**config.mk**
```make
export PLATFORM = sky130hd
export DESIGN_NAME = fetch_stage
export DESIGN_NICKNAME = d
export VERILOG_FILES = /design/src/rtl/fetch_stage.sv
export SDC_FILE = /design/constraint.sdc
export NUM_CORES = 1
export LEC_CHECK = 0
export ABC_AREA = 1
export CAP_MARGIN = 20
export CORE_ASPECT_RATIO = 1.25
export CORE_MARGIN = 10
export CORE_UTILIZATION = 46
export CTS_BUF_LIST = sky130_fd_sc_hd__clkbuf_4 sky130_fd_sc_hd__clkbuf_8 sky130_fd_sc_hd__clkbuf_16
export DETAILED_ROUTE_END_ITERATION = 8
export GPL_TIMING_DRIVEN = 1
export PLACE_DENSITY = 0.83
export RECOVER_POWER = 50
export SYNTH_ARGS = -nofsm -noshare
export SYNTH_HDL_FRONTEND = slang
export SYNTH_SLANG_ARGS = --single-unit
export TNS_END_PERCENT = 100
```
**constraint.sdc**
```tcl
create_clock -name clk -period 2.5 [get_ports clk]
set_input_delay 0.75 -clock clk [delete_from_list [all_inputs] [get_ports clk]]
set_output_delay 0.75 -clock clk [all_outputs]
set_load 0.05 [all_outputs]
```
**src/rtl/fetch_stage.sv**
```systemverilog
// rtl/fetch_stage.sv - MIPS fetch front-end: F_PC, F/D register, variable-latency imem handshake
module fetch_stage #(
    parameter logic [31:0] PC_RESET   = 32'h0000_3000,
    parameter logic [31:0] IMEM_BASE  = 32'h0000_3000,
    parameter logic [31:0] IMEM_BYTES = 32'h0000_4000
) (
    input  logic        clk,
    input  logic        reset_n,
    input  logic [31:0] next_PC,
    input  logic        stall,
    output logic        imem_req,
    output logic [31:0] imem_addr,
    input  logic [31:0] imem_rdata,
    input  logic        imem_ready,
    output logic [31:0] F_PC,
    output logic [31:0] D_PC,
    output logic [31:0] D_instr,
    output logic        D_valid,
    output logic        D_exc_adel,
    output logic        fetch_busy
);

    // Upper bound of the legal window, one bit wider so base+size cannot wrap.
    localparam logic [32:0] IMEM_END = {1'b0, IMEM_BASE} + {1'b0, IMEM_BYTES};

    typedef enum logic [1:0] {
        IDLE = 2'd0,
        REQ  = 2'd1,
        HOLD = 2'd2
    } fetch_state_t;

    fetch_state_t state;
    logic [31:0]  hold_buf;
    logic         bad_addr;
    logic         transfer;
    logic [31:0]  word;

    // Address error: misaligned or outside the instruction window.
    always_comb begin
        bad_addr = (F_PC[1:0] != 2'b00)
                 | (F_PC < IMEM_BASE)
                 | ({1'b0, F_PC} >= IMEM_END);
    end

    // Handshake, hold indication, transfer decision and word selection.
    always_comb begin
        imem_req   = 1'b0;
        imem_addr  = F_PC;
        fetch_busy = 1'b0;
        transfer   = 1'b0;
        word       = 32'h0000_0000;
        case (state)
            IDLE: begin
                fetch_busy = 1'b1;
            end
            REQ: begin
                if (bad_addr) begin
                    // Faulting fetch completes at once without touching memory.
                    transfer = !stall;
                    word     = 32'h0000_0000;
                end else begin
                    imem_req   = 1'b1;
                    fetch_busy = !imem_ready;
                    transfer   = imem_ready && !stall;
                    word       = imem_rdata;
                end
            end
            HOLD: begin
                transfer = !stall;
                word     = hold_buf;
            end
            default: begin
                fetch_busy = 1'b1;
            end
        endcase
    end

    // Fetch FSM, hold buffer, F_PC and the F/D pipeline register.
    always_ff @(posedge clk or negedge reset_n) begin
        if (!reset_n) begin
            state      <= IDLE;
            hold_buf   <= 32'h0000_0000;
            F_PC       <= PC_RESET;
            D_PC       <= 32'h0000_0000;
            D_instr    <= 32'h0000_0000;
            D_valid    <= 1'b0;
            D_exc_adel <= 1'b0;
        end else begin
            if (transfer) begin
                F_PC       <= next_PC;
                D_PC       <= F_PC;
                D_instr    <= word;
                D_valid    <= 1'b1;
                D_exc_adel <= bad_addr;
            end
            case (state)
                IDLE: state <= REQ;
                REQ: begin
                    // Word arrived while decode is held: park it until stall drops.
                    if (!bad_addr && imem_ready && stall) begin
                        hold_buf <= imem_rdata;
                        state    <= HOLD;
                    end
                end
                HOLD: begin
                    if (!stall) begin
                        state <= REQ;
                    end
                end
                default: state <= IDLE;
            endcase
        end
    end

endmodule
```
==> impl_metrics.json, run 1 <==
{
  "min_path_type": "register to register",
  "setup-violations-final": 1,
  "period_share": 1.02,
  "die_area_um2": 18100,
  "fin_area_um2": 8830,
  "worst_pin_slew_ps": 1350,
  "antenna_found_initial": 1,
  "crit_buf_inv": 1,
  "ant_nets": 0,
  "grt-ovfl-total": 0,
  "hold_slack_ps": 467,
  "p_total_mw": 11.6,
  "fin_cells": 1112,
  "syn_inst": 749,
  "grt_pass1_wl_um": 28700,
  "h-tree-depth": 4,
  "skew_ps": 13.2,
  "final_hold_viol_count": 0,
  "cts_made_buffers": 17,
  "dpl_cell_area_um2": 8040,
  "finalWirelength_um": 18600,
  "fin_crit_ps": 2560,
  "synthDistinctLibCells": 20,
  "drt_iter0_drc": 422,
  "hpwlAfterDp_um": 12400,
  "cap_violations": 0,
  "synth_area_leaders": "dfrtp_1 (54%), nand2_1 (23%), nand3_1 (11%)",
  "yosysWarnings": 0,
  "fmax_mhz": 391,
  "cp-end-kind": "output pin",
  "wl_per_cell_um": 16.7,
  "synth_top_flop_cell": "dfrtp_1",
  "worstSetupPathType": "register to output pin",
  "required_ps": 1750,
  "vias_per_cell": 5.04,
  "placed_cells": 1060,
  "layout-drive-gt1-share": 0.103,
  "cellLeakagePower_nw": 4.75,
  "critPathMaxFanout": 3,
  "rsz0062_at_grt": "yes",
  "coreArea_um2": 12800,
  "initial_core_util": 0.472,
  "clock_sinks": 132,
  "clock_latency_ps": 410,
  "ys_seq_area_frac": 0.548,
  "async_flop_share": 1.00,
  "power_density_nw_per_um2": 1320,
  "drc": 0,
  "clockBufferDepth": 2,
  "grt_max_degree": 56,
  "worstPathCellList": "nor2_1, nand2_1, nor2_2, nand2_2, nor2_4, nand2_1, nand2_2, o21a_1, buf_12",
  "grt_usage": 0.199,
  "grt_pass1_vias": 5410,
  "peakVddDrop_mv": 1.03,
  "cpPeakStageDelay_ps": 390,
  "relSlewSlack": 0.0982,
  "clockRootBuffer": "clkbuf_16",
  "final_core_util": 0.691,
  "syn_to_final_growth_pct": 46.2,
  "report.final.slew_viol_count": 0,
  "path_clk_slew_ps": 60,
  "syn_nets": 821,
  "synth_edf_count": 0,
  "cp-start-kind": "register",
  "finalWorstSetupSlack_ps": -60.4,
  "yosys.area.top_type": "dfrtp_1",
  "avgSynthCellArea_um2": 8.06,
  "gp_congestion": 0.796,
  "fp.dieH_um": 148,
  "io_pins": 200,
  "vias": 5609,
  "final_nets": 1002,
  "ys_top_cells_by_count": "nand2_1 (372), nand3_1 (131), dfrtp_1 (130)",
  "crit_path_top_delay_cell": "dfrtp_1",
  "num_rows": 46,
  "cts_tree": "done",
  "pre_cts_ws_ps": 74.5,
  "violations": "setup timing",
  "ys_ff_latch": 132,
  "drt_pass1_iterations": 5,
  "status": "finished, violations left",
  "io_buffers": 199,
  "synth_top_cell_area_share": 0.539,
  "fin_setup_tns_ps": -60.4,
  "critPathTopFamily": "simple AND/OR/NAND/NOR gates",
  "critPathArrivalTime_ps": 1810,
  "die_x_um": 122,
  "syn-cell-area_um2": 6040,
  "synth_most_common_cell": "nand2_1"
}
state kept, by name (all words and copies together) (netlist names):
register and cells:
D_PC 32, D_instr 32, F_PC 32, hold_buf 32, state 2, D_exc_adel 1
D_valid 1
cells in the final DEF, fill, tap and decap left out, drive strengths merged:
master and instances:
nand2 374, bufinv 3, dfrtp 130, clkbuf 26, inv 12, clkinvlp 2
diode 1, nor3 1, dfstp 2, nand3 131, buf 43, o21a 1
clkdlybuf4s50 171, nor2 13, ha 4, o21bai 1, clkinv 6, dlymetal6s2s 21
o21ai 2
what timing repair did:
item | CTS | global route
buffers inserted | 15 | 4
pin swaps | 2 | 9
gates resized for setup | 3 | 31
hold buffers | 0 | 0
endpoints found under the setup margin | 2 | 17
routing by layer:
metal  track usage  share of wire
met1         0.229           0.38
met2         0.343           0.52
met3        0.0443          0.069
met4        0.0915          0.030
met5             0              0
final cells by class:
cell class	instances	area, um2
well taps	168	210
fillers	995	3950
diodes	1	2.50
multi-input cells	527	2240
repair buffers	241	2410
flip-flops and latches	132	3310
clock buffers	20	454
clock inverters	12	155
inverters	11	41.3
worst register-to-register path, delay by kind of cell (launching register included):
family                 cells  cell delay, ps
buffers and inverters      3             450
DFF                        1             390
and+or+nand+nor           11            1190
logic make-up (layout without fill, tap and decap cells):
kind of cell / after synthesis / in the layout / synth area share
AOI/OAI and AO/OA: 4 / 4 / 0.00415
adders and majority gates: 4 / 4 / 0.00829
buffers and inverters: 90 / 284 / 0.0862
DFF: 132 / 132 / 0.548
other: 0 / 1 / 0
and+or+nand+nor: 519 / 519 / 0.354
path summary, 6_finish.rpt:
path / endpoint / depth (start not counted) / start / slack [ps]
max: fetch_busy / 9 / F_PC[1] / -60
min: D_PC[25] / 2 / D_PC[25] / 470
max reg2reg: D_instr[28] / 14 / F_PC[1] / 400
min reg2reg: D_PC[25] / 2 / D_PC[25] / 470
max in group asynchronous: F_PC[17] / 2 / reset_n / 340
min in group asynchronous: hold_buf[25] / 1 / reset_n / 640
where the power goes:
| group | switching [mW] | internal [mW] | total [mW] |
|---|---|---|---|
| registers | 0.351 | 2.66 | 3.01 |
| logic | 4.17 | 1.92 | 6.09 |
| clock network | 0.925 | 1.62 | 2.54 |
Power figures use the tool's default switching activity.
==> inputs of run 2 (changes only) <==
--- a/config.mk
+++ b/config.mk
@@ -13,7 +13,8 @@
 export CTS_BUF_LIST = sky130_fd_sc_hd__clkbuf_4 sky130_fd_sc_hd__clkbuf_8 sky130_fd_sc_hd__clkbuf_16
 export DETAILED_ROUTE_END_ITERATION = 8
 export GPL_TIMING_DRIVEN = 1
-export PLACE_DENSITY = 0.83
+export HOLD_SLACK_MARGIN = 0.02
+export PLACE_DENSITY_LB_ADDON = 0.08
 export RECOVER_POWER = 50
 export SYNTH_ARGS = -nofsm -noshare
 export SYNTH_HDL_FRONTEND = slang
==> impl_metrics.json, run 2 (same netlist as run 1, synthesis figures left out) <==
{
  "clock_latency_ps": 410,
  "finalWorstSetupSlack_ps": -153,
  "fin_area_um2": 9450,
  "num_rows": 46,
  "cts.hold.buffers_added": 0,
  "layout_commonest_cell": "nand2_1",
  "vias_per_cell": 5.21,
  "cp-start-kind": "register",
  "grt_pass1_vias": 5545,
  "placed_cells": 1061,
  "final_cell_mix": "nand2_1 (370), clkdlybuf4s50_1 (175), nand3_1 (130), dfrtp_1 (126), buf_4 (41)",
  "worstSetupPathType": "register to output pin",
  "fin_cells": 1146,
  "skew_ps": 8.69,
  "fp.dieH_um": 148,
  "path_clk_slew_ps": 60,
  "ant_nets": 0,
  "io_pins": 200,
  "report.final.slew_viol_count": 0,
  "finalWirelength_um": 21400,
  "power_density_nw_per_um2": 1340,
  "final_nets": 1036,
  "regArea_um2": 3310,
  "p_total_mw": 12.7,
  "clockBufferDepth": 2,
  "relSlewSlack": 0.0952,
  "final_hold_viol_count": 0,
  "vias": 5975,
  "cp-end-kind": "output pin",
  "nFillCells": 960,
  "coreArea_um2": 12800,
  "grt_max_degree": 85,
  "layout-drive-gt1-share": 0.135,
  "syn_to_final_growth_pct": 56.6,
  "h-tree-depth": 4,
  "cts_made_buffers": 17,
  "die_area_um2": 18100,
  "min_path_type": "register to register",
  "worst_pin_slew_ps": 1360,
  "drt_pass1_iterations": 5,
  "fmax_mhz": 377,
  "violations": "setup timing",
  "clockRootBuffer": "clkbuf_16",
  "fin_setup_tns_ps": -5260,
  "peakVddDrop_mv": 0.787,
  "gp_congestion": 0.797,
  "wl_per_cell_um": 18.7,
  "cap_violations": 0,
  "critPathMaxFanout": 4,
  "grt_pass1_wl_um": 28600,
  "dpl_cell_area_um2": 8030,
  "antenna_found_initial": 0,
  "cellLeakagePower_nw": 4.97,
  "clock_sinks": 132,
  "rsz0062_at_grt": "yes",
  "cts_tree": "done",
  "pre_cts_ws_ps": 73.1,
  "io_buffers": 199,
  "drt_iter0_drc": 623,
  "period_share": 1.06,
  "hpwlAfterDp_um": 12800,
  "critPathArrivalTime_ps": 1900,
  "setup-violations-final": 86,
  "die_x_um": 122,
  "status": "finished, violations left",
  "grt_usage": 0.197,
  "initial_core_util": 0.472,
  "required_ps": 1750,
  "fin_crit_ps": 2650,
  "grt-ovfl-total": 0,
  "multiInputGateArea_um2": 2300,
  "drc": 0
}
==> run 2: cell types whose count changed in the layout (fill, tap and decap cells not counted), moves of 4 or more <==
cell             change
buf_6                +7
clkdlybuf4s50_1      +4
nand2_8              +4
clkbuf_16           +13
dlymetal6s2s_1       -8
buf_4                +5
buf_8                +7
==> run 2: worst paths after layout <==
check / cells past startpoint / startpoint / end / slack (ps)
min reg2reg: 2 / D_instr[5] / D_instr[5] / 470
max: 8 / F_PC[13] / fetch_busy / -150
min: 2 / D_instr[5] / D_instr[5] / 470
max reg2reg: 17 / F_PC[13] / D_PC[3] / -110
max in group asynchronous: 2 / reset_n / hold_buf[1] / 290
min in group asynchronous: 1 / reset_n / F_PC[10] / 630
==> run 2: worst max-delay path: stages (launching register included) <==
cell	delay, ps
dfstp_2	560
nand2_1	60
nand2_1	70
nand3_2	110
nor2_4	190
nand2_1	90
nand2_2	80
o21a_1	190
buf_12	150
==> run 2: layout make-up <==
type / instances / share of cell area
Timing Repair Buffer: 273 / 0.315
Tap cell: 168 / 0.0222
Multi-Input combinational cell: 529 / 0.244
Inverter: 11 / 0.00463
Sequential cell: 132 / 0.350
Clock inverter: 15 / 0.0191
Antenna cell: 1 / 0.000265
Clock buffer: 17 / 0.0450
==> run 2: metal layers <==
layer	part of all wire	vias to the layer above	global-route usage
met5	0	-	0
met4	0.016	0	0.0791
met3	0.081	31	0.0443
met2	0.53	259	0.345
met1	0.37	2909	0.225
li1	-	2776	-
==> run 2: report_power, final <==
part / switching (mW) / total (mW) / internal, mW
logic: 4.59 / 7.11 / 2.52
clock network: 0.965 / 2.54 / 1.57
registers: 0.377 / 3.03 / 2.66
==> run 2: what timing repair did <==
action / 4_1_cts / 5_1_grt
endpoints found under the setup margin: 5 / 113
gates resized for setup: 12 / 37
setup buffers: 21 / 6
cloned: 0 / 25
pin swaps: 8 / 16
==> run 2: through the flow <==
stage                util  hold WS (ps)
finish              0.740           470
global route        0.740           487
CTS                 0.690           293
detailed placement  0.629           458
global placement    0.629           450
floorplan               -           442
==> variant, RTL diff (config.mk and constraints of run 1) <==
The 3 states of `fetch_state_t` get a one-hot encoding in 3 bits.
--- a/src/rtl/fetch_stage.sv
+++ b/src/rtl/fetch_stage.sv
@@ -23,10 +23,10 @@
     // Upper bound of the legal window, one bit wider so base+size cannot wrap.
     localparam logic [32:0] IMEM_END = {1'b0, IMEM_BASE} + {1'b0, IMEM_BYTES};
 
-    typedef enum logic [1:0] {
-        IDLE = 2'd0,
-        REQ  = 2'd1,
-        HOLD = 2'd2
+    typedef enum logic [2:0] {
+        IDLE = 3'b001,
+        REQ  = 3'b010,
+        HOLD = 3'b100
     } fetch_state_t;
 
     fetch_state_t state;
Behaviour: no difference found for any inputs over 10 cycles, from zero or initial values and one cycle with reset_n low; not proved beyond that.
==> variant against run 1 <==
The flow finishes with violations (max-capacitance violations, max-slew violations). Synthesized area is 2.5% lower. Highest routed layer unchanged. Clock power rose by 2%. Worst setup slack better by 0.066 ns. Design area fell by 0.95%. Wire length shrank 8.8%. Sequential cell count increased by 1. First-iteration DRC count rose by 11%. Power up 22%.
==> variant: results (changes against run 1) <==
.. list-table::
   :header-rows: 1

   * - Metric
     - Value
   * - Outcome
     - finished, violations left
   * - Violations in the final reports
     - max-capacitance violations, max-slew violations
   * - Post-placement cell count
     - 1044 (-1.5%)
   * - Synthesized net count
     - 797 (-2.9%)
   * - Number of inserted diodes
     - 0 (-1)
   * - Biggest area contributors in the synthesized netlist
     - sky130_fd_sc_hd__dfrtp_1 (55%), sky130_fd_sc_hd__nand2_1 (15%), sky130_fd_sc_hd__nor2_1 (9.2%), sky130_fd_sc_hd__buf_4 (4.6%), sky130_fd_sc_hd__o21ai_0 (3.4%)
   * - MaxCap Viol Count
     - 2 (+2)
   * - Average footprint of a synthesized cell
     - 8.074 sq um (+0.17%)
   * - Beginning of the worst hold path
     - D_valid
   * - Worst max-slew margin expressed relative to the limit
     - -0.1352 (-0.2334)
   * - Multi-In Gates
     - 478 (-9.3%)
   * - First-pass iteration count of the detailed router
     - 4 (-1)
   * - Worst Hold Margin
     - 0.4663 ns (-0.0004320 ns)
   * - Capture endpoint of the worst hold path
     - D_valid
   * - Post-DP HPWL
     - 11710 um (-5.5%)
   * - Leading post-synthesis cells by instance count
     - sky130_fd_sc_hd__nand2_1 (229), sky130_fd_sc_hd__nor2_1 (144), sky130_fd_sc_hd__dfrtp_1 (130), sky130_fd_sc_hd__inv_1 (50), sky130_fd_sc_hd__o21ai_0 (40)
   * - Hold-critical path depth
     - 1 (-1)
   * - Largest net degree at the start of global routing
     - 71 (+27%)
   * - Sw Share
     - 0.4898 (+0.02216)
   * - Grt met2 use
     - 0.3348 (-0.008524)
   * - Number of nets in the layout
     - 987 (-1.5%)
   * - Portion of the post-synthesis area used by sequential elements
     - 0.5661 (+0.01855)
   * - Count of final max-slew check failures
     - 135 (+135)
   * - Fraction of area in multi-input gates
     - 0.2337 (-0.02046)
   * - WL met3
     - 982 um (-23%)
   * - Share of the synthesized area in compound gates (AO/OA/AOI/OAI)
     - 0.05548 (+0.05134)
   * - Seq_cells
     - 133 (+0.76%)
   * - Routed WL
     - 16940 um (-8.8%)
   * - Buffers inserted during post-CTS setup optimization
     - 22 (+7)
   * - Post-CTS resize count
     - 4 (+1)
   * - Met1 Use GR
     - 0.2147 (-0.01456)
   * - Data arrival at the endpoint of the critical path
     - 1.74 ns (-0.07 ns)
==> variant: cell count changes in the layout (fill, tap and decap cells not counted), moves of 13 or more <==
cell                                     run 1  this run
sky130_fd_sc_hd__nand2_1                   370       224
sky130_fd_sc_hd__nor2_1                      7       142
sky130_fd_sc_hd__inv_1                      10        46
sky130_fd_sc_hd__o21ai_0                     2        39
sky130_fd_sc_hd__dlymetal6s2s_1             21         8
sky130_fd_sc_hd__nand3_1                   130        35
sky130_fd_sc_hd__clkdlybuf4s50_1           171       184
sky130_fd_sc_hd__o21ai_1                     0        18
==> variant: power groups by stage <==
stage / Clock [W] / Combinational, W / Sequential [W]
final: 0.00258 / 0.00800 / 0.00356
after global routing: 0.00271 / 0.00843 / 0.00366
after CTS: 0.00260 / 0.00804 / 0.00354
after detailed placement: 0 / 0.00776 / 0.00363
after global placement: 0 / 0.00766 / 0.00361
after floorplan: 0 / 0.00264 / 0.00624
